## src/rtl/cpu_seq_ctrl.sv

```systemverilog
// cpu_seq_ctrl: multi-cycle fetch/decode/execute sequencer for the 8-bit accumulator CPU.
// Memory reads use a req/ready handshake with a bounded wait before raising a bus error.
module cpu_seq_ctrl #(
  parameter int MEM_TIMEOUT = 15,
  parameter int CNT_W       = 16
) (
  input  logic             i_clk,
  input  logic             i_reset_n,
  input  logic             i_run,
  output logic             o_mem_req,
  input  logic             i_mem_ready,
  input  logic [7:0]       i_mem_rdata,
  output logic             o_pc_inc,
  output logic [7:0]       o_ir,
  output logic [7:0]       o_operand,
  output logic [3:0]       o_alu_op,
  output logic             o_acc_we,
  output logic             o_x_we,
  output logic             o_y_we,
  output logic             o_instr_done,
  output logic [CNT_W-1:0] o_instr_count,
  output logic             o_halted,
  output logic             o_illegal_op,
  output logic             o_bus_err
);
  localparam int WW = $clog2(MEM_TIMEOUT + 1);
  typedef enum logic [2:0] {
    S_IDLE, S_FETCH, S_DECODE, S_OPERAND, S_EXEC, S_HALT, S_ERROR
  } state_t;
  state_t           r_state, w_next;
  logic [WW-1:0]    r_wait;
  logic [7:0]       r_ir, r_operand;
  logic [CNT_W-1:0] r_count;
  logic             r_illegal, r_bus_err;
  logic             w_req, w_acc, w_tmo, w_two, w_one, w_hlt, w_exec;
  assign w_req  = (r_state == S_FETCH) || (r_state == S_OPERAND);
  assign w_acc  = w_req & i_mem_ready;
  // timeout fires on the edge that would complete the MEM_TIMEOUT-th wait cycle
  assign w_tmo  = w_req & ~i_mem_ready & (r_wait == WW'(MEM_TIMEOUT - 1));
  assign w_two  = r_ir inside {8'h01, 8'h06, 8'h09, 8'h10, 8'h12, 8'h20, 8'h22, 8'h24};
  assign w_one  = r_ir inside {8'h00, 8'h26, 8'h16, 8'h17};
  assign w_hlt  = r_ir == 8'hff;
  assign w_exec = r_state == S_EXEC;
  always_ff @(posedge i_clk or negedge i_reset_n) begin
    if (!i_reset_n) r_state <= S_IDLE;
    else            r_state <= w_next;
  end
  always_comb begin
    w_next = r_state;
    case (r_state)
      S_IDLE:    w_next = i_run ? S_FETCH : S_IDLE;
      S_FETCH:   w_next = w_acc ? S_DECODE : w_tmo ? S_ERROR : S_FETCH;
      S_DECODE:  w_next = w_two ? S_OPERAND : w_one ? S_EXEC : w_hlt ? S_HALT : S_ERROR;
      S_OPERAND: w_next = w_acc ? S_EXEC : w_tmo ? S_ERROR : S_OPERAND;
      S_EXEC:    w_next = i_run ? S_FETCH : S_IDLE;
      default:   w_next = r_state;
    endcase
  end
  always_ff @(posedge i_clk or negedge i_reset_n) begin
    if (!i_reset_n) begin
      r_wait    <= '0;
      r_ir      <= '0;
      r_operand <= '0;
      r_count   <= '0;
      r_illegal <= 1'b0;
      r_bus_err <= 1'b0;
    end else begin
      r_wait <= (w_req & ~i_mem_ready) ? r_wait + 1'b1 : '0;
      if (r_state == S_FETCH && w_acc) r_ir <= i_mem_rdata;
      if (r_state == S_OPERAND && w_acc) r_operand <= i_mem_rdata;
      if (r_state == S_DECODE && w_one) r_operand <= '0;
      if (r_state == S_DECODE && !w_two && !w_one && !w_hlt) r_illegal <= 1'b1;
      if (w_tmo) r_bus_err <= 1'b1;
      if (w_exec) r_count <= r_count + 1'b1;
    end
  end
  always_comb begin
    o_alu_op = 4'hf;
    o_acc_we = 1'b0;
    o_x_we   = 1'b0;
    o_y_we   = 1'b0;
    if (w_exec) begin
      case (r_ir)
        8'h01: begin o_alu_op = 4'h0; o_acc_we = 1'b1; end
        8'h06: o_x_we = 1'b1;
        8'h09: o_y_we = 1'b1;
        8'h10: begin o_alu_op = 4'h1; o_acc_we = 1'b1; end
        8'h12: begin o_alu_op = 4'h2; o_acc_we = 1'b1; end
        8'h20: begin o_alu_op = 4'h3; o_acc_we = 1'b1; end
        8'h22: begin o_alu_op = 4'h4; o_acc_we = 1'b1; end
        8'h24: begin o_alu_op = 4'h5; o_acc_we = 1'b1; end
        8'h26: begin o_alu_op = 4'h6; o_acc_we = 1'b1; end
        8'h16: begin o_alu_op = 4'h7; o_acc_we = 1'b1; end
        8'h17: begin o_alu_op = 4'h8; o_acc_we = 1'b1; end
        default: ;
      endcase
    end
  end
  assign o_mem_req     = w_req;
  assign o_pc_inc      = w_acc;
  assign o_ir          = r_ir;
  assign o_operand     = r_operand;
  assign o_instr_done  = w_exec;
  assign o_instr_count = r_count;
  assign o_halted      = r_state == S_HALT;
  assign o_illegal_op  = r_illegal;
  assign o_bus_err     = r_bus_err;
endmodule
```

## config.mk

```make
export PLATFORM = sky130hd
export DESIGN_NAME = cpu_seq_ctrl
export DESIGN_NICKNAME = d
export VERILOG_FILES = /design/src/rtl/cpu_seq_ctrl.sv
export SDC_FILE = /design/constraint.sdc
export NUM_CORES = 1
export LEC_CHECK = 0
export CORE_MARGIN = 8
export CORE_UTILIZATION = 52
export DETAILED_ROUTE_END_ITERATION = 12
export PLACE_DENSITY = 0.86
export SETUP_SLACK_MARGIN = 0.3
export SKIP_LAST_GASP = 1
export SYNTH_ARGS = -nofsm -noshare
export SYNTH_HDL_FRONTEND = slang
export SYNTH_SLANG_ARGS = --single-unit
```

## constraint.sdc

```tcl
create_clock -name i_clk -period 3.5 [get_ports i_clk]
set_input_delay 0.7 -clock i_clk [delete_from_list [all_inputs] [get_ports i_clk]]
set_output_delay 0.7 -clock i_clk [all_outputs]
set_load 0.1 [all_outputs]
```

### Word-level counts from Yosys, hierarchy flattened

Index checks and enable logic that the tools add are counted.

| operators by class | value |
|---|---|
| bitwise operators | 4 |
| $add $sub $neg | 2 |
| reductions and logical operators | 18 |
| eq/ne operators | 18 |
| mux-type cells | 20 |

Operators with widths:

| kind | number |
|---|---|
| 4-bit one-hot mux with 9 select lines | 1 |
| 8-bit by 5-bit equality test with 1-bit output (second input constant) | 4 |
| 8-bit by 6-bit equality test with 1-bit output (second input constant) | 4 |
| 16-bit by 1-bit adder with 16-bit output (second input constant) | 1 |
| 8-bit 2-to-1 mux | 2 |
| 3-bit 2-to-1 mux | 5 |
| 3-bit one-hot mux with 4 select lines | 1 |
| 9-bit OR reduction | 1 |
| 8-bit by 1-bit equality test with 1-bit output (second input constant) | 1 |
| 8-bit by 3-bit equality test with 1-bit output (second input constant) | 1 |
| 8-bit by 4-bit equality test with 1-bit output (second input constant) | 1 |
| 8-bit equality test (second input constant) | 1 |
| 8-bit logical NOT | 1 |
| 4-bit 2-to-1 mux | 2 |
| 4-bit nonzero test | 2 |
| 8-bit nonzero test | 1 |
| 1-bit 2-to-1 mux | 7 |
| 3-bit by 2-bit equality test with 1-bit output (second input constant) | 2 |
| 3-bit equality test (second input constant) | 2 |
| 1-bit logical AND | 6 |
| 4-bit by 1-bit adder with 4-bit output (second input constant) | 1 |
| 4-bit equality test (second input constant) | 1 |
| 2-bit 2-to-1 mux | 2 |
| 1-bit bitwise AND | 3 |
| other kinds (7) | 9 |

| word-level totals | value |
|---|---|
| register bits | 41 |
| bits of input ports | 12 |
| output and inout port bits | 45 |

### Depth between registers and ports, before layout

| depth | value |
|---|---|
| word-level depth | 7 |
| mapped depth | 7 |
| depth with buffers taken out | 6 |

### Worst setup path after synthesis

Ideal clock, no wire load.

| timing path | value |
|---|---|
| kind | register -> output |
| start point | register r_ir[4], in the netlist o_ir[4] |
| end point | output o_alu_op[0] |
| data arrival time | 4.143 ns |
| cell stages (with the launch flop) | 6 |
| setup slack | -1.343 ns |
| required time | 2.800 ns |
| cell sequence | dfrtp_1 -> buf_2 -> or3b_2 -> a21oi_1 -> a31oi_1 -> o31ai_1 |

| on the way | value |
|---|---|
| cells in the longest elaborated chain, start to end | 3 |
| elaborated cells between the ends (all ways) | 11 |
| those cells by class | eq/ne: 9; mux: 2 |

RTL lines:

| what | line | source |
|---|---|---|
| from (decl) | 32 | `logic [7:0] r_ir, r_operand;` |
| from (signal assigned) | 69 | `if (r_state == S_FETCH && w_acc) r_ir <= i_mem_rdata;` |
| 8-bit by 5-bit equality test with 1-bit output, or another cell as far along | 83 | `case (r_ir)` |
| 4-bit one-hot mux with 9 select lines * | 83 |  |
| 4-bit 2-to-1 mux * | 82 | `if (w_exec) begin` |
| to (decl) | 16 | `output logic [3:0] o_alu_op,` |

Mark *: on every way between the ends. The rest lies on a longest branch, timed or not.

### Worst setup path in the final report

| timing path | value |
|---|---|
| start point | register r_ir[1], in the netlist o_ir[1] |
| end point | output o_alu_op[1] |

Same word-level chain as after synthesis.

==> results.tsv <==
stage	metric	value	unit
run_status	status	complete, no violations	
yosys	synth_top_cell_by_area	dfrtp_1	
job	drv_cap	0	
global_route	grt_max_degree	42	
timing	hold_viol	0	
setup_path	r2r_start	r_state[0]	
clock_tree	root_buffer	clkbuf_8	
yosys	synth_async_sr_flop_share	1.000	
routing	drtIter0Drc	85	
yosys	synthesis.area	2202	um^2
yosys	yosysWarnings	0	
final_layout	fin_area	2865	um^2
global_route	grt_overflow_total	0	
final_layout	multi_input_area	1141	um^2
clock_tree	cts.sinks	41	
setup_path	required	2800	ps
timing	post-route-period-util	0.8475	
yosys	synth-seq-cells	41	
timing	max_freq	337.1	MHz
final_layout	drive_above_1_share	0.2482	
hold_path	holdCritStartpoint	o_instr_count[15]	
floorplanning	die_x	81.08	um
timing	clock_skew	9.310	ps
timing	fin_tns_setup	0	ps
global_route	grt_pass1_wl	9.045	mm
yosys	synth.yosys.seq_area_share	0.4659	
floorplanning	start_util	0.5466	
final_layout	fillCellCount	299	
setup_path	cp.arrival	2270	ps
yosys	synth_edf_count	0	
yosys	avgSynthCellArea	9.875	um^2
clock_tree	numCtsBuffers	5	
final_layout	nets	288	
final_layout	diodes	0	
timing	slew_headroom	0.3367	
global_route	grt_usage	0.1763	
clock_tree	clk_pin_slew_worst_paths	80	ps
yosys	syn_nets	238	
timing	worst_pin_slew	991.8	ps
floorplanning	core	4029	um^2
yosys	yosys-top-cells-area	dfrtp_1 (47%), nand2_1 (4.6%), mux2_2 (4.1%)	
routing	drc_errors	0	
routing	wl	5.478	mm
final_layout	regArea	1028	um^2
final_layout	area_delta_synth_final	30.11	%
global_route	grt_pass1_vias	1877	
yosys	synth_flop_cell	dfrtp_1	
setup_path	worst_setup_path_start_kind	flip-flop	
clock_tree	cts.repair.resized	0	
timing	rsz0062_at_grt	false	
yosys	yosysTopAreaCellShare	0.4659	
yosys	synth_cell_type_count	51	
clock_tree	clk_path_buf_depth	2	
clock_tree	post_cts_buffers	0	
placed_design	routabilityCongestion	0.8773	
floorplanning	die-area	6573	um^2
floorplanning	boundaryPins	57	
setup_path	critPathKind	flip-flop to primary output	
floorplanning	die_h	81.08	um
setup_path	path_max_fanout	15	
floorplanning	rows	23	
clock_tree	cts_tree	done	
routing	drtPass1Iterations	4	
timing	fin_crit	2966	ps
placed_design	place_area	2745	um^2
hold_path	hold_class	flip-flop to flip-flop	
timing	setup_viol	0	
setup_path	endpoint_kind	primary output	
routing	ant_nets	0	
routing	avgRoutedWirePerCell	16.91	um
clock_tree	cts_hold_buf	0	
global_route	antenna_found_initial	0	
placed_design	io_buffer_count	56	
setup_path	crit_start	o_ir[1]	
routing	viasPerCell	5.639	
clock_tree	clk_latency	300	ps
clock_tree	htreeDepth	2	
yosys	syn_inst	223	
placed_design	dp_hpwl	4.021	mm
routing	via_count	1827	
timing	finalMaxSlewViolations	0	
[synth_stat cells (all sizes together) (4+ instances only)]
cell,instances
dfrtp,41
nand2,27
nor2,17
a21oi,14
nand3,10
xnor2,10
buf,9
mux2,8
nor3,8
xor2,8
nand4,7
inv,5
nor2b,5
clkbuf,4
nand2b,4
o21ai,4
or3,4
[worst max-delay path, cell delays in order (launching register included)]
cell and delay [ps]:
dfrtp_1 540, or4b_2 750, a21oi_1 190, o21a_4 180, o31ai_4 70, buf_4 240
[sequential cells by signal (all words and copies together), names as in the netlist]
name and cells:
r_wait 4, o_illegal_op 1, o_operand 8, o_instr_count 16, o_ir 8, r_state 3
o_bus_err 1
[cells by family after synthesis]
family | share of synthesized area
XOR/XNOR | 0.07159
AND/OR/NAND/NOR | 0.2483
flip-flops | 0.4659
multiplexers | 0.04091
AO/OA/AOI/OAI | 0.1114
adder cells (fa/ha/maj) | 0.01705
buffers and inverters | 0.04488
[area by class of cell]
type / instances / area share
clock inverters: 2 / 0.01310
clock buffers: 6 / 0.02882
flip-flops and latches: 41 / 0.3590
well taps: 50 / 0.02183
repair buffers: 56 / 0.1694
inverters: 6 / 0.009607
multi-input cells: 163 / 0.3983
[through the flow]
step	cells	setup slack, ps	utilization	hold WS, ps
5_1_grt	324	421.7	0.7112	497.8
4_1_cts	324	528.6	0.7112	479.1
3_3_place_gp	316	910.3	0.6814	454.0
3_5_place_dp	316	857.7	0.6814	465.2
6_report	324	533.8	0.7112	477.7
2_1_floorplan	223	220.3	-	404.4
[cells in the final DEF (no fill, tap or decap), types with 2 or more instances in the layout]
cell type	Yosys	layout
dfrtp_1	41	39
buf_4	2	28
nand2_1	27	27
clkdlybuf4s50_1	0	27
nor2_1	17	17
a21oi_1	14	14
xnor2_1	10	10
nand3_1	10	10
xor2_1	8	8
mux2_2	8	8
clkbuf_8	0	6
nand4_1	5	5
inv_1	5	5
nand2b_1	4	4
nor2b_1	5	4
and2_1	3	3
o21ai_0	4	3
nor3_1	5	3
or3_1	3	3
and3_1	3	3
nor3_2	3	3
ha_1	3	3
or3b_2	2	2
a22oi_1	2	2
o31ai_4	0	2
nor3_4	0	2
a211oi_1	2	2
dfrtp_2	0	2
[path summary, 6_finish.rpt]
path | cells after the start | slack (ps) | to
setup reg to reg | 4 | 1480 | o_ir[4]
min in group asynchronous | 1 | 520 | o_instr_count[5]
max in group asynchronous | 1 | 2350 | o_ir[0]
hold / removal | 1 | 480 | o_instr_count[15]
hold reg to reg | 1 | 480 | o_instr_count[15]
setup / recovery | 5 | 530 | o_alu_op[1]
[layer usage]
layer	routed length [um]	share of wire	global-route usage	vias to the layer above
li1	-	-	-	875
met1	2190	0.40	0.2069	878
met2	2745	0.50	0.2895	63
met3	440	0.080	0.05850	11
met4	102	0.019	0.07500	0
met5	0	0	0	-
Power is not shown: default switching activity piles up to over one toggle a cycle in this logic, so the estimate is an artifact.
==> RTL change 1 (same settings) <==
Change the parameter `MEM_TIMEOUT` from 15 to 16.
--- a/src/rtl/cpu_seq_ctrl.sv
+++ b/src/rtl/cpu_seq_ctrl.sv
@@ -2,5 +2,5 @@
 // Memory reads use a req/ready handshake with a bounded wait before raising a bus error.
 module cpu_seq_ctrl #(
-  parameter int MEM_TIMEOUT = 15,
+  parameter int MEM_TIMEOUT = 16,
   parameter int CNT_W       = 16
 ) (
Behaviour: same outputs for any inputs over 10 cycles, from zero or initial values and one cycle with i_reset_n low; that may be too few to reach the edited logic, so the function may still have changed.
==> RTL change 1 against the original RTL <==
  * Non-clock buffer count rose by 2
  * Via count decreased by 4.1%
  * Area after synthesis fell by 0.57%
  * Sequential cell count rose by 1
  * Wire length shrank 6.7%
  * Critical endpoint is now o_alu_op[0]
  * Design area down 0.22%
  * Worst setup slack lost 0.040 ns
  * Utilization fell by 0.16 points
Power is not shown: default switching activity piles up to over one toggle a cycle in this logic, so the estimate is an artifact.
==> RTL change 1: results <==
set metrics [dict create \
    arrival_ns 2.31 \
    r2r_start "r_state[0]" \
    critPathCapture "o_alu_op[0]" \
    layout-drive-gt1-share 0.228 \
    top_layer "met4" \
    synth_area_leaders "dfrtp_1 (48%), xnor2_1 (6.4%), nand2_1 (5.0%)" \
    wl_met2_um 2530 \
    pre_cts_ws_ns 0.699 \
    place_congestion 0.828 \
    grt_overflow 0 \
    dr.pass1.iters 5 \
    avgViaCountPerCell 5.51 \
    async_reset_ff_frac 1.00 \
    port-buffer-count 56 \
    clock_path_buffers 2 \
    r2r_slack_ns 1.37 \
    grt_pass1_vias 1761 \
    antenna_found_initial 0 \
    dpl.hpwl_um 3850 \
    critical-path-slowest-cell "nor2b_1" \
    cp_max_fo 13 \
    placed_cell_area_um2 2760 \
    r2r-end "o_ir[5]" \
    drtIter0Drc 129 \
    synthDistinctLibCells 46 \
    seq_area_frac_synth 0.480 \
    outcome "finished clean" \
    syn_nets 229 \
    synthTopCellsByCount "dfrtp_1 (42), nand2_1 (29), xnor2_1 (16)" \
    worstSetupStartpoint "r_state[1]" \
    grt_first_pass_wirelength_um 8660 \
    synthFlopType "dfrtp_1" \
    nets 282 \
    wirelength_um 5110 \
    synth_warnings 0 \
    htreeDepth 2 \
    wl_met3_um 350 \
    grt_max_degree 43 \
    fmax_ghz 0.333 \
    slowest_delay_ns 0.59 \
    worst_pin_slew_ns 1.01 \
    wl_met1_um 2150 \
    cts-root-buf "clkbuf_8" \
    grt_use_total 0.167 \
    fin_skew_ns 0.00799 \
]
## RTL change 1: changes by cell type after synthesis, sizes merged, moves of 4 or more
| cell | change |
|---|---|
| xnor2 | +6 |
| nor3 | -4 |
| xor2 | -5 |
| nand4 | -4 |
| nor2 | -7 |
## RTL change 1: worst min-delay path by stage
stage                       startpoint      endpoint  slack [ns]  cells past startpoint
after global routing         r_wait[0]     r_wait[0]        0.50                      1
after detailed placement  o_illegal_op  o_illegal_op        0.45                      1
after CTS                    r_wait[0]     r_wait[0]        0.47                      1
after global placement    o_illegal_op  o_illegal_op        0.44                      1
final                        r_wait[0]     r_wait[0]        0.46                      1
after floorplan              i_reset_n     o_bus_err        0.40                      0
## RTL change 1: cell families after synthesis
group                      after synthesis  synth area share
adders and majority gates                3            0.0171
and+or+nand+nor                         88             0.229
buffers and inverters                   17            0.0383
DFF                                     42             0.480
muxes                                    9            0.0463
xor gates and xnor gates                19            0.0760
AOI/OAI and AO/OA                       36             0.114
## RTL change 1: final cells by class
class,instances,area (µm²)
sequential,42,1050
clock buffer,7,86.3
fill,315,1170
tap,50,62.6
timing repair buffer,58,518
inverter,5,18.8
multi-input combinational,155,1120
clock inverter,1,5.00
## RTL change 1: per-stage QoR
step,cells,hold slack [ns]
finish,318,0.459
global route,318,0.498
detailed placement,310,0.448
CTS,318,0.466
floorplan,214,0.404
global placement,310,0.442
## RTL change 1: critical path: cells and delay by family (launching register included)
family                 cells  cell delay (ns)
AOI/OAI and AO/OA          1             0.19
buffers and inverters      2             0.48
DFF                        1             0.53
and+or+nand+nor            2             0.82
## RTL change 1: layer usage
layer / GRT usage / up-vias
li1: - / 857
met1: 0.210 / 836
met2: 0.269 / 52
met3: 0.0442 / 7
met4: 0.0661 / 0
met5: 0 / -
==> RTL change 2 (same flow settings) <==
Made on the original files. Register the output `o_instr_count` once more; this adds one clock of latency there. The other outputs are not delayed to match.
--- a/src/rtl/cpu_seq_ctrl.sv
+++ b/src/rtl/cpu_seq_ctrl.sv
@@ -102,5 +102,7 @@
   assign o_operand     = r_operand;
   assign o_instr_done  = w_exec;
-  assign o_instr_count = r_count;
+  always_ff @(posedge i_clk) begin
+    o_instr_count <= r_count;
+  end
   assign o_halted      = r_state == S_HALT;
   assign o_illegal_op  = r_illegal;
Behaviour: not the same (a bounded check fails within 10 cycles, from zero or initial values and one cycle with i_reset_n low).
==> RTL change 2 against the original RTL <==
  * Wire length shrank 2.7%
  * Worst setup slack better by 0.25 ns
  * Sequential cell count increased by 16
  * Design area up 13%
  * Via count increased by 4.3%
  * Critical path depth unchanged
  * Area after synthesis rose by 13%
  * Count of clock-buffer cells in the layout grew 5
  * Critical path type unchanged
  * Largest cell class is now sequential cells
  * Highest routed layer unchanged
Power is left out: the tool's default activity adds up to more than one toggle a clock period on the data nets, which glitch-free logic cannot reach.
==> RTL change 2: results <==
set metrics [dict create \
    cts-root-buf "clkbuf_8" \
    r2r_start "r_state[1]" \
    worst_pin_slew_ns 0.979 \
    arrival_ns 2.01 \
    seq_area_frac_synth 0.541 \
    grt_pass1_vias 1898 \
    wl_per_cell_um 15.0 \
    dpl.hpwl_um 3910 \
    outcome "finished clean" \
    clock_latency_ns 0.33 \
    htreeDepth 3 \
    stdcell_count 355 \
    cts_buffers 9 \
    min_path_cells 0 \
    slowest_delay_ns 0.55 \
    syn_nets 255 \
    synthTopCellsByCount "dfrtp_1 (41), nand2_1 (33), nor2_1 (20)" \
    drtIter0Drc 89 \
    reg2reg_depth 6 \
    async_reset_ff_frac 0.719 \
    synthDistinctLibCells 52 \
    synth_area_leaders "dfrtp_1 (41%), dfxtp_1 (13%), nand2_1 (5.0%)" \
    r2r-end "r_count[13]" \
    layout-drive-gt1-share 0.223 \
    min_to "o_instr_count[14]" \
    min-delay-start "r_count[14]" \
    nets 311 \
    grt_first_pass_wirelength_um 9090 \
    fin_skew_ns 0.00785 \
    critical-path-slowest-cell "dfrtp_4" \
    placed_cells 339 \
    avgViaCountPerCell 5.37 \
    place_congestion 0.907 \
    cp_max_fo 14 \
    hold_slack_ns 0.377 \
    syn_inst 240 \
]
RTL change 2: cell types whose count changed in the layout (fill, tap and decap cells not counted), moves of 3 or more:
cell / delta
dfxtp_1: +16
buf_4: -9
clkdlybuf4s50_1: +9
dfrtp_1: -6
nand2_1: +6
clkbuf_8: +4
dfrtp_2: +4
nor2b_1: -3
nor3_1: +3
nor3_2: -3
o211ai_1: +3
xor2_1: +3
RTL change 2: per-stage QoR:
step	setup WS [ns]	instance area [µm²]	utilization
after CTS	0.765	3240	0.695
after floorplan	0.0283	2530	-
after global placement	0.990	3040	0.653
after global routing	0.682	3240	0.695
after detailed placement	0.926	3040	0.653
final	0.787	3240	0.695
RTL change 2: kinds of logic after synthesis:
| family | synth area share |
|---|---|
| buffers and inverters | 0.0337 |
| adders and majority gates | 0.0151 |
| DFF | 0.541 |
| and+or+nand+nor | 0.214 |
| xor gates and xnor gates | 0.0669 |
| muxes | 0.0402 |
| AOI/OAI and AO/OA | 0.0890 |
RTL change 2: worst max-delay path by stage:
stage	startpoint	to	slack [ns]	depth (start not counted)
after global placement	i_mem_ready	o_ir[5]	0.99	4
after detailed placement	i_mem_ready	o_ir[1]	0.93	4
after CTS	o_ir[2]	o_alu_op[0]	0.76	5
final	o_ir[2]	o_alu_op[0]	0.79	5
after floorplan	o_ir[4]	o_alu_op[0]	0.03	5
after global routing	r_state[1]	o_acc_we	0.68	5
RTL change 2: final cells by class:
| cell class | instances | area (µm²) |
|---|---|---|
| well taps | 54 | 67.6 |
| clock buffers | 11 | 141 |
| inverters | 6 | 22.5 |
| multi-input cells | 166 | 1080 |
| fillers | 350 | 1420 |
| repair buffers | 56 | 508 |
| flip-flops and latches | 57 | 1360 |
| clock inverters | 5 | 55.1 |
RTL change 2: layer usage:
metal / vias up / GRT usage / share of wire
met1: 905 / 0.196 / 0.45
met3: 7 / 0.0444 / 0.056
met4: 0 / 0.0825 / 0.019
met5: - / 0 / 0
met2: 53 / 0.243 / 0.47
li1: 940 / - / -
RTL change 2: critical path, delay by kind of cell, from the launching register on:
kind | cells | cell delay (ns)
simple gates | 1 | 0.48
flops | 1 | 0.55
compound gates | 3 | 0.34
buf+inv | 1 | 0.32
